## src/rtl/cache_pkg.sv

```systemverilog
// Shared types and sizing for the 4-line fully-associative cache controller.
package cache_pkg;

  localparam int unsigned TAG_W   = 7;
  localparam int unsigned DATA_W  = 5;
  localparam int unsigned LINES   = 4;
  localparam int unsigned LRU_W   = 2;
  localparam int unsigned IDX_W   = 2;
  localparam int unsigned MEM_LAT = 1;
  localparam int unsigned CNT_W   = $clog2(MEM_LAT + 2);

  typedef enum logic [2:0] {
    IDLE,
    LOOKUP,
    WB,
    FILL,
    UPDATE
  } state_t;

  typedef struct packed {
    logic              valid;
    logic              dirty;
    logic [LRU_W-1:0]  lru;
    logic [TAG_W-1:0]  tag;
    logic [DATA_W-1:0] data;
  } line_t;

endpackage

```

## src/rtl/cache_lookup.sv

```systemverilog
// Combinational tag match and replacement-victim selection over the line array.
module cache_lookup
  import cache_pkg::*;
(
  input  line_t [LINES-1:0]  lines,
  input  logic [TAG_W-1:0]   address,
  output logic               hit,
  output logic [IDX_W-1:0]   hit_idx,
  output logic [IDX_W-1:0]   victim_idx,
  output logic               victim_dirty,
  output logic [TAG_W-1:0]   victim_tag,
  output logic [DATA_W-1:0]  victim_data
);

  logic             has_invalid;
  logic [IDX_W-1:0] invalid_idx;
  logic [IDX_W-1:0] oldest_idx;

  // Descending scans so the lowest matching index is the one left standing.
  always_comb begin
    hit         = 1'b0;
    hit_idx     = '0;
    has_invalid = 1'b0;
    invalid_idx = '0;
    oldest_idx  = '0;
    for (int i = int'(LINES) - 1; i >= 0; i--) begin
      if (lines[i].valid && (lines[i].tag == address)) begin
        hit     = 1'b1;
        hit_idx = IDX_W'(i);
      end
      if (!lines[i].valid) begin
        has_invalid = 1'b1;
        invalid_idx = IDX_W'(i);
      end
      if (lines[i].lru == LRU_W'(LINES - 1)) begin
        oldest_idx = IDX_W'(i);
      end
    end
  end

  always_comb begin
    victim_idx   = has_invalid ? invalid_idx : oldest_idx;
    victim_dirty = lines[victim_idx].dirty;
    victim_tag   = lines[victim_idx].tag;
    victim_data  = lines[victim_idx].data;
  end

endmodule

```

## src/rtl/cache_access_controller.sv

```systemverilog
// Request sequencer for the 4-line cache: lookup, dirty write-back, fill from RAM,
// line/LRU update and a registered completion pulse.
module cache_access_controller
  import cache_pkg::*;
(
  input  logic              Clock,
  input  logic              Reset,
  input  logic              Req,
  input  logic              Write,
  input  logic [TAG_W-1:0]  Address,
  input  logic [DATA_W-1:0] BlockIn,
  output logic              Ready,
  output logic              Done,
  output logic [DATA_W-1:0] BlockOut,
  output logic              hit,
  output logic [TAG_W-1:0]  C_Addr_M,
  output logic [DATA_W-1:0] C_Block_M,
  output logic              C_Write_M,
  input  logic [DATA_W-1:0] M_Block_C
);

  state_t             state;
  state_t             state_next;
  line_t [LINES-1:0]  lines;

  logic               req_write;
  logic [TAG_W-1:0]   req_addr;
  logic [DATA_W-1:0]  req_data;
  logic [IDX_W-1:0]   target_idx;
  logic               lookup_hit;
  logic [CNT_W-1:0]   fill_cnt;
  logic [DATA_W-1:0]  fill_data;

  logic               lk_hit;
  logic [IDX_W-1:0]   lk_hit_idx;
  logic [IDX_W-1:0]   lk_victim_idx;
  logic               lk_victim_dirty;
  logic [TAG_W-1:0]   lk_victim_tag;
  logic [DATA_W-1:0]  lk_victim_data;

  logic               accept;
  logic               lookup_en;
  logic               fill_cap;
  logic               line_upd;
  logic               ready_d;
  logic               done_d;
  logic               hit_d;
  logic [DATA_W-1:0]  block_out_d;
  logic [TAG_W-1:0]   addr_m_d;
  logic [DATA_W-1:0]  block_m_d;
  logic               write_m_d;
  logic [LRU_W-1:0]   target_age;
  logic [DATA_W-1:0]  new_data;

  cache_lookup u_lookup (
    .lines        (lines),
    .address      (req_addr),
    .hit          (lk_hit),
    .hit_idx      (lk_hit_idx),
    .victim_idx   (lk_victim_idx),
    .victim_dirty (lk_victim_dirty),
    .victim_tag   (lk_victim_tag),
    .victim_data  (lk_victim_data)
  );

  // Data the target line will hold after UPDATE; read hits keep their contents.
  always_comb begin
    target_age = lines[target_idx].lru;
    if (req_write) begin
      new_data = req_data;
    end else if (lookup_hit) begin
      new_data = lines[target_idx].data;
    end else begin
      new_data = fill_data;
    end
  end

  always_ff @(posedge Clock) begin
    if (Reset) begin
      state <= IDLE;
    end else begin
      state <= state_next;
    end
  end

  always_comb begin
    state_next  = state;
    accept      = 1'b0;
    lookup_en   = 1'b0;
    fill_cap    = 1'b0;
    line_upd    = 1'b0;
    ready_d     = 1'b0;
    done_d      = 1'b0;
    write_m_d   = 1'b0;
    hit_d       = hit;
    block_out_d = BlockOut;
    addr_m_d    = C_Addr_M;
    block_m_d   = C_Block_M;
    case (state)
      IDLE: begin
        if (Req && Ready) begin
          accept     = 1'b1;
          state_next = LOOKUP;
        end else begin
          ready_d = 1'b1;
        end
      end
      LOOKUP: begin
        lookup_en = 1'b1;
        if (lk_hit) begin
          state_next = UPDATE;
        end else if (lk_victim_dirty) begin
          state_next = WB;
          write_m_d  = 1'b1;
          addr_m_d   = lk_victim_tag;
          block_m_d  = lk_victim_data;
        end else if (req_write) begin
          state_next = UPDATE;
        end else begin
          state_next = FILL;
          addr_m_d   = req_addr;
        end
      end
      WB: begin
        if (req_write) begin
          state_next = UPDATE;
        end else begin
          state_next = FILL;
          addr_m_d   = req_addr;
        end
      end
      FILL: begin
        if (fill_cnt == CNT_W'(MEM_LAT)) begin
          fill_cap   = 1'b1;
          state_next = UPDATE;
        end
      end
      UPDATE: begin
        line_upd    = 1'b1;
        state_next  = IDLE;
        ready_d     = 1'b1;
        done_d      = 1'b1;
        hit_d       = lookup_hit;
        block_out_d = new_data;
      end
      default: begin
        state_next = IDLE;
      end
    endcase
  end

  // Registered outputs, request latch, fill timing and line storage.
  always_ff @(posedge Clock) begin
    if (Reset) begin
      Ready      <= 1'b1;
      Done       <= 1'b0;
      hit        <= 1'b0;
      BlockOut   <= '0;
      C_Addr_M   <= '0;
      C_Block_M  <= '0;
      C_Write_M  <= 1'b0;
      req_write  <= 1'b0;
      req_addr   <= '0;
      req_data   <= '0;
      target_idx <= '0;
      lookup_hit <= 1'b0;
      fill_cnt   <= '0;
      fill_data  <= '0;
      for (int i = 0; i < int'(LINES); i++) begin
        lines[i].valid <= 1'b0;
        lines[i].dirty <= 1'b0;
        lines[i].lru   <= LRU_W'(i);
        lines[i].tag   <= '0;
        lines[i].data  <= '0;
      end
    end else begin
      Ready     <= ready_d;
      Done      <= done_d;
      hit       <= hit_d;
      BlockOut  <= block_out_d;
      C_Addr_M  <= addr_m_d;
      C_Block_M <= block_m_d;
      C_Write_M <= write_m_d;
      if (accept) begin
        req_write <= Write;
        req_addr  <= Address;
        req_data  <= BlockIn;
      end
      if (lookup_en) begin
        target_idx <= lk_hit ? lk_hit_idx : lk_victim_idx;
        lookup_hit <= lk_hit;
      end
      fill_cnt <= (state == FILL) ? fill_cnt + 1'b1 : '0;
      if (fill_cap) begin
        fill_data <= M_Block_C;
      end
      // Target becomes most recent; only lines younger than it age by one.
      if (line_upd) begin
        for (int i = 0; i < int'(LINES); i++) begin
          if (IDX_W'(i) == target_idx) begin
            lines[i].valid <= 1'b1;
            lines[i].tag   <= req_addr;
            lines[i].lru   <= '0;
            lines[i].data  <= new_data;
            if (req_write) begin
              lines[i].dirty <= 1'b1;
            end else if (!lookup_hit) begin
              lines[i].dirty <= 1'b0;
            end
          end else if (lines[i].lru < target_age) begin
            lines[i].lru <= lines[i].lru + 1'b1;
          end
        end
      end
    end
  end

endmodule
```

## config.mk

```make
export PLATFORM = sky130hd
export DESIGN_NAME = cache_access_controller
export DESIGN_NICKNAME = d
export VERILOG_FILES = /design/src/rtl/cache_pkg.sv /design/src/rtl/cache_lookup.sv /design/src/rtl/cache_access_controller.sv
export SDC_FILE = /design/constraint.sdc
export NUM_CORES = 1
export LEC_CHECK = 0
export CAP_MARGIN = 0
export CELL_PAD_IN_SITES_DETAIL_PLACEMENT = 0
export CELL_PAD_IN_SITES_GLOBAL_PLACEMENT = 1
export CORE_MARGIN = 4
export CORE_UTILIZATION = 47
export DETAILED_ROUTE_END_ITERATION = 7
export PLACE_DENSITY = 0.94
export SYNTH_ARGS = -nofsm -noshare
export SYNTH_HDL_FRONTEND = slang
export SYNTH_SLANG_ARGS = --single-unit
export TNS_END_PERCENT = 50
```

## constraint.sdc

```tcl
create_clock -name Clock -period 7.2 [get_ports Clock]
set_input_delay 1.44 -clock Clock [delete_from_list [all_inputs] [get_ports Clock]]
set_output_delay 1.44 -clock Clock [all_outputs]
set_load 0.01 [all_outputs]
```

=== Yosys cells after proc, flatten, opt, wreduce, memory -nomap -nowiden ===
Cells that the tools add are included.

* Shift operators: 0
* Magnitude comparators: 6
* Multipliers: 0
* Bitwise gates (word level): 3
* Reduce and logical (&&, ||, !) cells: 29
* Multiplexer cells: 57
* Add/subtract/negate cells: 5
* Divide/modulo/power cells: 0
* Equality and inequality tests: 20

{| class="wikitable"
|+ Operator list
! kind !! count
|-
| binary-select mux 16 bit (select 2 bit) || 2
|-
| 2-to-1 mux 2 bit || 22
|-
| equality test 7 bit || 4
|-
| 2-to-1 mux 7 bit || 3
|-
| AND reduction 2 bit || 10
|-
| 2-to-1 mux 1 bit || 18
|-
| 2-to-1 mux 15 bit || 1
|-
| 2-to-1 mux 3 bit || 5
|-
| AND reduction 3 bit || 5
|-
| 2-to-1 mux 14 bit || 1
|-
| case mux 7 bit (2 select lines) || 1
|-
| case mux 3 bit (4 select lines) || 1
|-
| adder 2 x 1 -> 2 bit, second input constant || 5
|-
| 2-to-1 mux 5 bit || 2
|-
| nonzero test 2 bit || 5
|-
| equality test 2 bit, second input constant || 4
|-
| less-than comparator 2 bit || 4
|-
| inequality test 2 bit, second input constant || 4
|-
| equality test 3 x 2 -> 1 bit, second input constant || 2
|-
| less-than comparator 2 x 3 -> 1 bit, second input constant || 2
|-
| logical AND 1 bit || 5
|-
| equality test 2 bit, first input constant || 2
|-
| equality test 3 x 1 -> 1 bit, second input constant || 1
|-
| equality test 3 bit, second input constant || 1
|-
| 8 further kinds || 10
|}

* Bits in registers: 111
* Memories kept: 0
* Bits in writable memories: 0
* Bits in latches: 0
* Memory bits (read-only): 0
* Output and inout port bits: 21
* Bits of input ports: 21
* Word-level logic and storage cells: 155

=== Depth between registers and ports, before layout ===
* Depth after elaboration: 11
* Mapped depth: 10
* Gate-level depth less buffers: 8

=== Modules after synthesis ===
A second synthesis with hierarchy kept.

* Cells, all modules: 648
* Area, all modules: 5,526.6 µm²

{| class="wikitable"
|+ By module, submodules not included
! module !! sequential area each (µm²) !! area an instance (µm²) !! cells each !! instances
|-
| cache_access_controller || 2,222.1 || 4,634.4 || 540 || 1
|-
| cache_lookup || 0.0 || 892.1 || 108 || 1
|}

=== Worst setup path after synthesis ===
OpenSTA, ideal clock, no wires.

* Path type: register to register
* From: register target_idx[0]
* To: register, netlist name lines[60]
* Period minus slack after synthesis: 2.577 ns
* Data arrival time: 2.455 ns
* Buffers on the path: 2
* Slack: 4.623 ns
* Cell stages (with the launch flop): 8
* Path through: dfxtp_1 > clkbuf_1 > clkbuf_1 > mux4_2 > inv_1 > ha_1 > a211o_1 > a311o_1

* Cells in the longest elaborated chain, start to end: 5

{| class="wikitable"
|+ Ends and longest elaborated chain
! item !! line !! source
|-
| start, declared || cache_access_controller.sv:29 || <nowiki>logic [IDX_W-1:0] target_idx;</nowiki>
|-
| start signal, assigned || cache_access_controller.sv:190 || <nowiki>target_idx <= lk_hit ? lk_hit_idx : lk_victim_idx;</nowiki>
|-
| binary-select mux 16 bit (select 2 bit) || cache_access_controller.sv:68 || <nowiki>target_age = lines[target_idx].lru;</nowiki>
|-
| 2-to-1 mux 14 bit || -- ||
|-
| less-than comparator 2 bit || cache_access_controller.sv:210 || <nowiki>end else if (lines[i].lru < target_age) begin</nowiki>
|-
| nonzero test 2 bit (no line) || -- ||
|-
| AND reduction 2 bit (no line) || -- ||
|}

Several ways; a longest one is shown, not always the timed one. The select of a mux whose other input is x is not followed.
A chain may end at the register's enable or synchronous reset.

=== Final worst setup path ===
* From: register, netlist name lines[12]
* To: register C_Block_M[1]

* Cells in the longest elaborated chain, start to end: 6

{| class="wikitable"
|+ Ends and longest elaborated chain
! item !! line !! source
|-
| equality test 2 bit (*) || cache_lookup.sv:35 || <nowiki>if (lines[i].lru == LRU_W'(LINES - 1)) begin</nowiki>
|-
| 2-to-1 mux 2 bit (*) || cache_lookup.sv:35 ||
|-
| 2-to-1 mux 2 bit (*) || cache_lookup.sv:42 || <nowiki>victim_idx = has_invalid ? invalid_idx : oldest_idx;</nowiki>
|-
| binary-select mux 16 bit (select 2 bit) (*) || cache_lookup.sv:43, cache_lookup.sv:45 ||
|-
| 2-to-1 mux 15 bit (not written as such) (*) || cache_lookup.sv:43 || <nowiki>victim_dirty = lines[victim_idx].dirty;</nowiki>
|-
| AND reduction 3 bit (no line) || -- ||
|-
| end signal, assigned || cache_access_controller.sv:182 || <nowiki>C_Block_M <= block_m_d;</nowiki>
|-
| end, declared || cache_access_controller.sv:17 || <nowiki>output logic [DATA_W-1:0] C_Block_M,</nowiki>
|}

Mark *: on every way between the ends. The rest lies on a longest branch, timed or not. The select of a mux whose other input is x is not followed.

==> qor.csv <==
metric;value;unit
status;complete, no violations;
CTS tree;done;
Post-DP Area;5820;um^2
TritonRoute pass-1 iters;5;
Core ar.;11000;um^2
Avg Synthesized Cell Area;8.30;um^2
nets;687;
post-synthesis sequential area ratio;41.1;%
chip width;115;um
placer congestion estimate;0.834;
CTS Buffer Depth;2;
Net Count, Synth;682;
Hold WS;0.424;ns
largest net degree at the start of global routing;110;
worst min-delay path category;reg -> reg;
routed len/inst;17.0;um
Ant. Diodes;0;
Rows;38;
setup violators final;0;
post-synthesis cell type count;46;
CTS resizes;0;
CP Class;reg -> reg;
global-route usage over all layers;21.1;%
Max-Cap Viols;0;
Remaining DRCs;0;
DRT antenna net count;0;
Root Driver;clkbuf_16;
CP arrival;3.51;ns
Peak supply drop;0.128;mV
Final Hold Viols;0;
Area Growth Syn to Fin;12.9;%
#FFs+latches synth;111;
clock skew;0.00765;ns
Design Power;0.00146;W
vias in the first global route;4496;
Die ar.;13300;um^2
PortBufs;41;
Critical Path Fanout Max;26;
Vias;4532;
Detail Placement HPWL;9170;um
H-tree levels;3;
first-pass GRT wire length;22300;um
Remaining Overflow, GRT;0;
Routed Wire Length;13700;um
Clock Latency Late Sink;0.35;ns
Mapped Area;5410;um^2
worst-margin pin slew;1.16;ns
RSZ-0062 raised after global routing;no;
share of layout cells above drive strength 1;6.34;%
P per Cell Area;239;nW/um^2
Max Freq;309;MHz
CTS Buf Count;9;
LEAKAGE;1.95;nW
post-route setup TNS;0;ns
Tmin final;3.24;ns
number of flops mapped to enable cells by yosys;0;
CTS Sinks;111;
Clock transition at path regs;0.07;ns
Synth async-reset ratio;0;%
post-CTS setup buffer count;0;
I/O pins;42;
Syn Inst Count;652;
CP Launch Type;flip-flop;
die span in y;115;um
post-route cell area;6110;um^2
CP Capture Type;flip-flop;
Starting Density;49.1;%
Synth Flop Type;dfxtp_1;
final period utilization;45.0;%
Critical Path RT;7.47;ns
YS warnings;0;
Vias/cell;5.65;
Rel. slew slack;22.6;%
cts hold-fix bufs;0;
antenna violations before repair;0;
Max Slew Vio Count;0;
DR iter-0 viols;333;
[worst max-delay path: stages (launching register included)]
cell and delay [ns]:
dfxtp_1 0.34, ha_1 0.24, a211o_1 0.27, o2bb2ai_4 0.79
mux4_2 0.40, or4b_1 0.69, a211o_1 0.32, a21oi_1 0.11
[report_power, final]
group / leakage, nW / internal [W] / switching [W]
combinational: 0.919 / 0.000116 / 0.000146
sequential: 0.896 / 0.000646 / 0.0000719
clock: 0.135 / 0.000255 / 0.000226
[synthesized netlist by cell type, drive strengths merged, types with 4 or more instances]
| cell | n | area share (%) |
|---|---|---|
| a21oi | 87 | 8.0 |
| ha | 9 | 2.1 |
| a211o | 8 | 1.3 |
| or2 | 4 | 0.46 |
| xnor2 | 28 | 4.5 |
| inv | 8 | 0.55 |
| nand3b | 7 | 0.97 |
| mux4 | 7 | 2.9 |
| nand4 | 8 | 0.92 |
| mux2i | 44 | 8.1 |
| dfxtp | 111 | 41 |
| nand2b | 5 | 0.58 |
| nand2 | 163 | 11 |
| nor3 | 4 | 0.37 |
| mux2 | 13 | 2.7 |
| o21ai | 22 | 2.0 |
| buf | 10 | 0.90 |
| clkbuf | 39 | 2.7 |
| nor2 | 40 | 2.8 |
[through the flow]
| step | std cells | util (%) | worst slack, ns |
|---|---|---|---|
| 4_1_cts | 802 | 55.4 | 3.98 |
| 6_report | 802 | 55.4 | 3.96 |
| 2_1_floorplan | 652 | - | 4.62 |
| 3_3_place_gp | 786 | 52.8 | 4.02 |
| 3_5_place_dp | 786 | 52.8 | 3.93 |
| 5_1_grt | 802 | 55.4 | 3.80 |
[kinds of logic (layout without fill, tap and decap cells)]
kind of cell,Yosys count,after routing,share of synthesized area (%)
flops,111,111,41.1
fa+ha+maj,9,9,2.08
xor+xnor,28,28,4.53
simple gates,250,250,20.0
mux,64,64,13.8
buf+inv,57,67,4.16
compound gates,133,133,14.4
[worst paths after layout]
check	slack, ns	endpoint	from	cells after the start
worst max-delay path	3.96	C_Block_M[1]$_SDFFE_PP0P_	lines[12]$_SDFFE_PP0P_	7
worst min-delay path	0.42	fill_cnt[0]$_SDFF_PP0_	fill_cnt[0]$_SDFF_PP0_	1
worst max register to register	3.96	C_Block_M[1]$_SDFFE_PP0P_	lines[12]$_SDFFE_PP0P_	7
worst min register to register	0.42	fill_cnt[0]$_SDFF_PP0_	fill_cnt[0]$_SDFF_PP0_	1
[cell usage in the layout, fill, tap and decap left out, types with 3 or more instances in the layout]
cell type / count
nand4_1: 8
a21oi_1: 87
or2_1: 4
mux2i_1: 44
a211o_1: 8
xnor2_1: 28
a311o_1: 3
nor2b_1: 3
inv_1: 7
nor2_1: 40
mux2_2: 12
dfxtp_1: 111
o21ai_0: 12
nand2b_1: 5
o21ai_1: 10
nand3b_1: 7
mux4_2: 7
nor3b_1: 3
clkbuf_16: 9
ha_1: 9
nand2_1: 163
clkdlybuf4s50_1: 40
nor3_1: 3
[state kept, by name (all words and copies together), names as in the netlist, 3 cells and up]
signal and cells:
BlockOut 5, C_Addr_M 7, C_Block_M 5, fill_data 5
lines 64, req_addr 7, req_data 5, state 3
[area by class of cell]
| class | count | area [um^2] |
|---|---|---|
| Clock buffer | 12 | 256 |
| Clock inverter | 4 | 28.8 |
| Fill cell | 1036 | 4920 |
| Inverter | 8 | 30.0 |
| Multi-Input combinational cell | 484 | 2980 |
| Sequential cell | 111 | 2220 |
| Tap cell | 140 | 175 |
| Timing Repair Buffer | 43 | 420 |
[layer usage]
| metal | GRT usage (%) | part of all wire (%) | up-vias |
|---|---|---|---|
| met5 | 0 | 0 | - |
| met1 | 27.9 | 44 | 2149 |
| li1 | - | - | 2232 |
| met3 | 4.05 | 4.7 | 32 |
| met2 | 34.5 | 48 | 119 |
| met4 | 7.51 | 3.1 | 0 |
(Power assumes the default switching activity.)
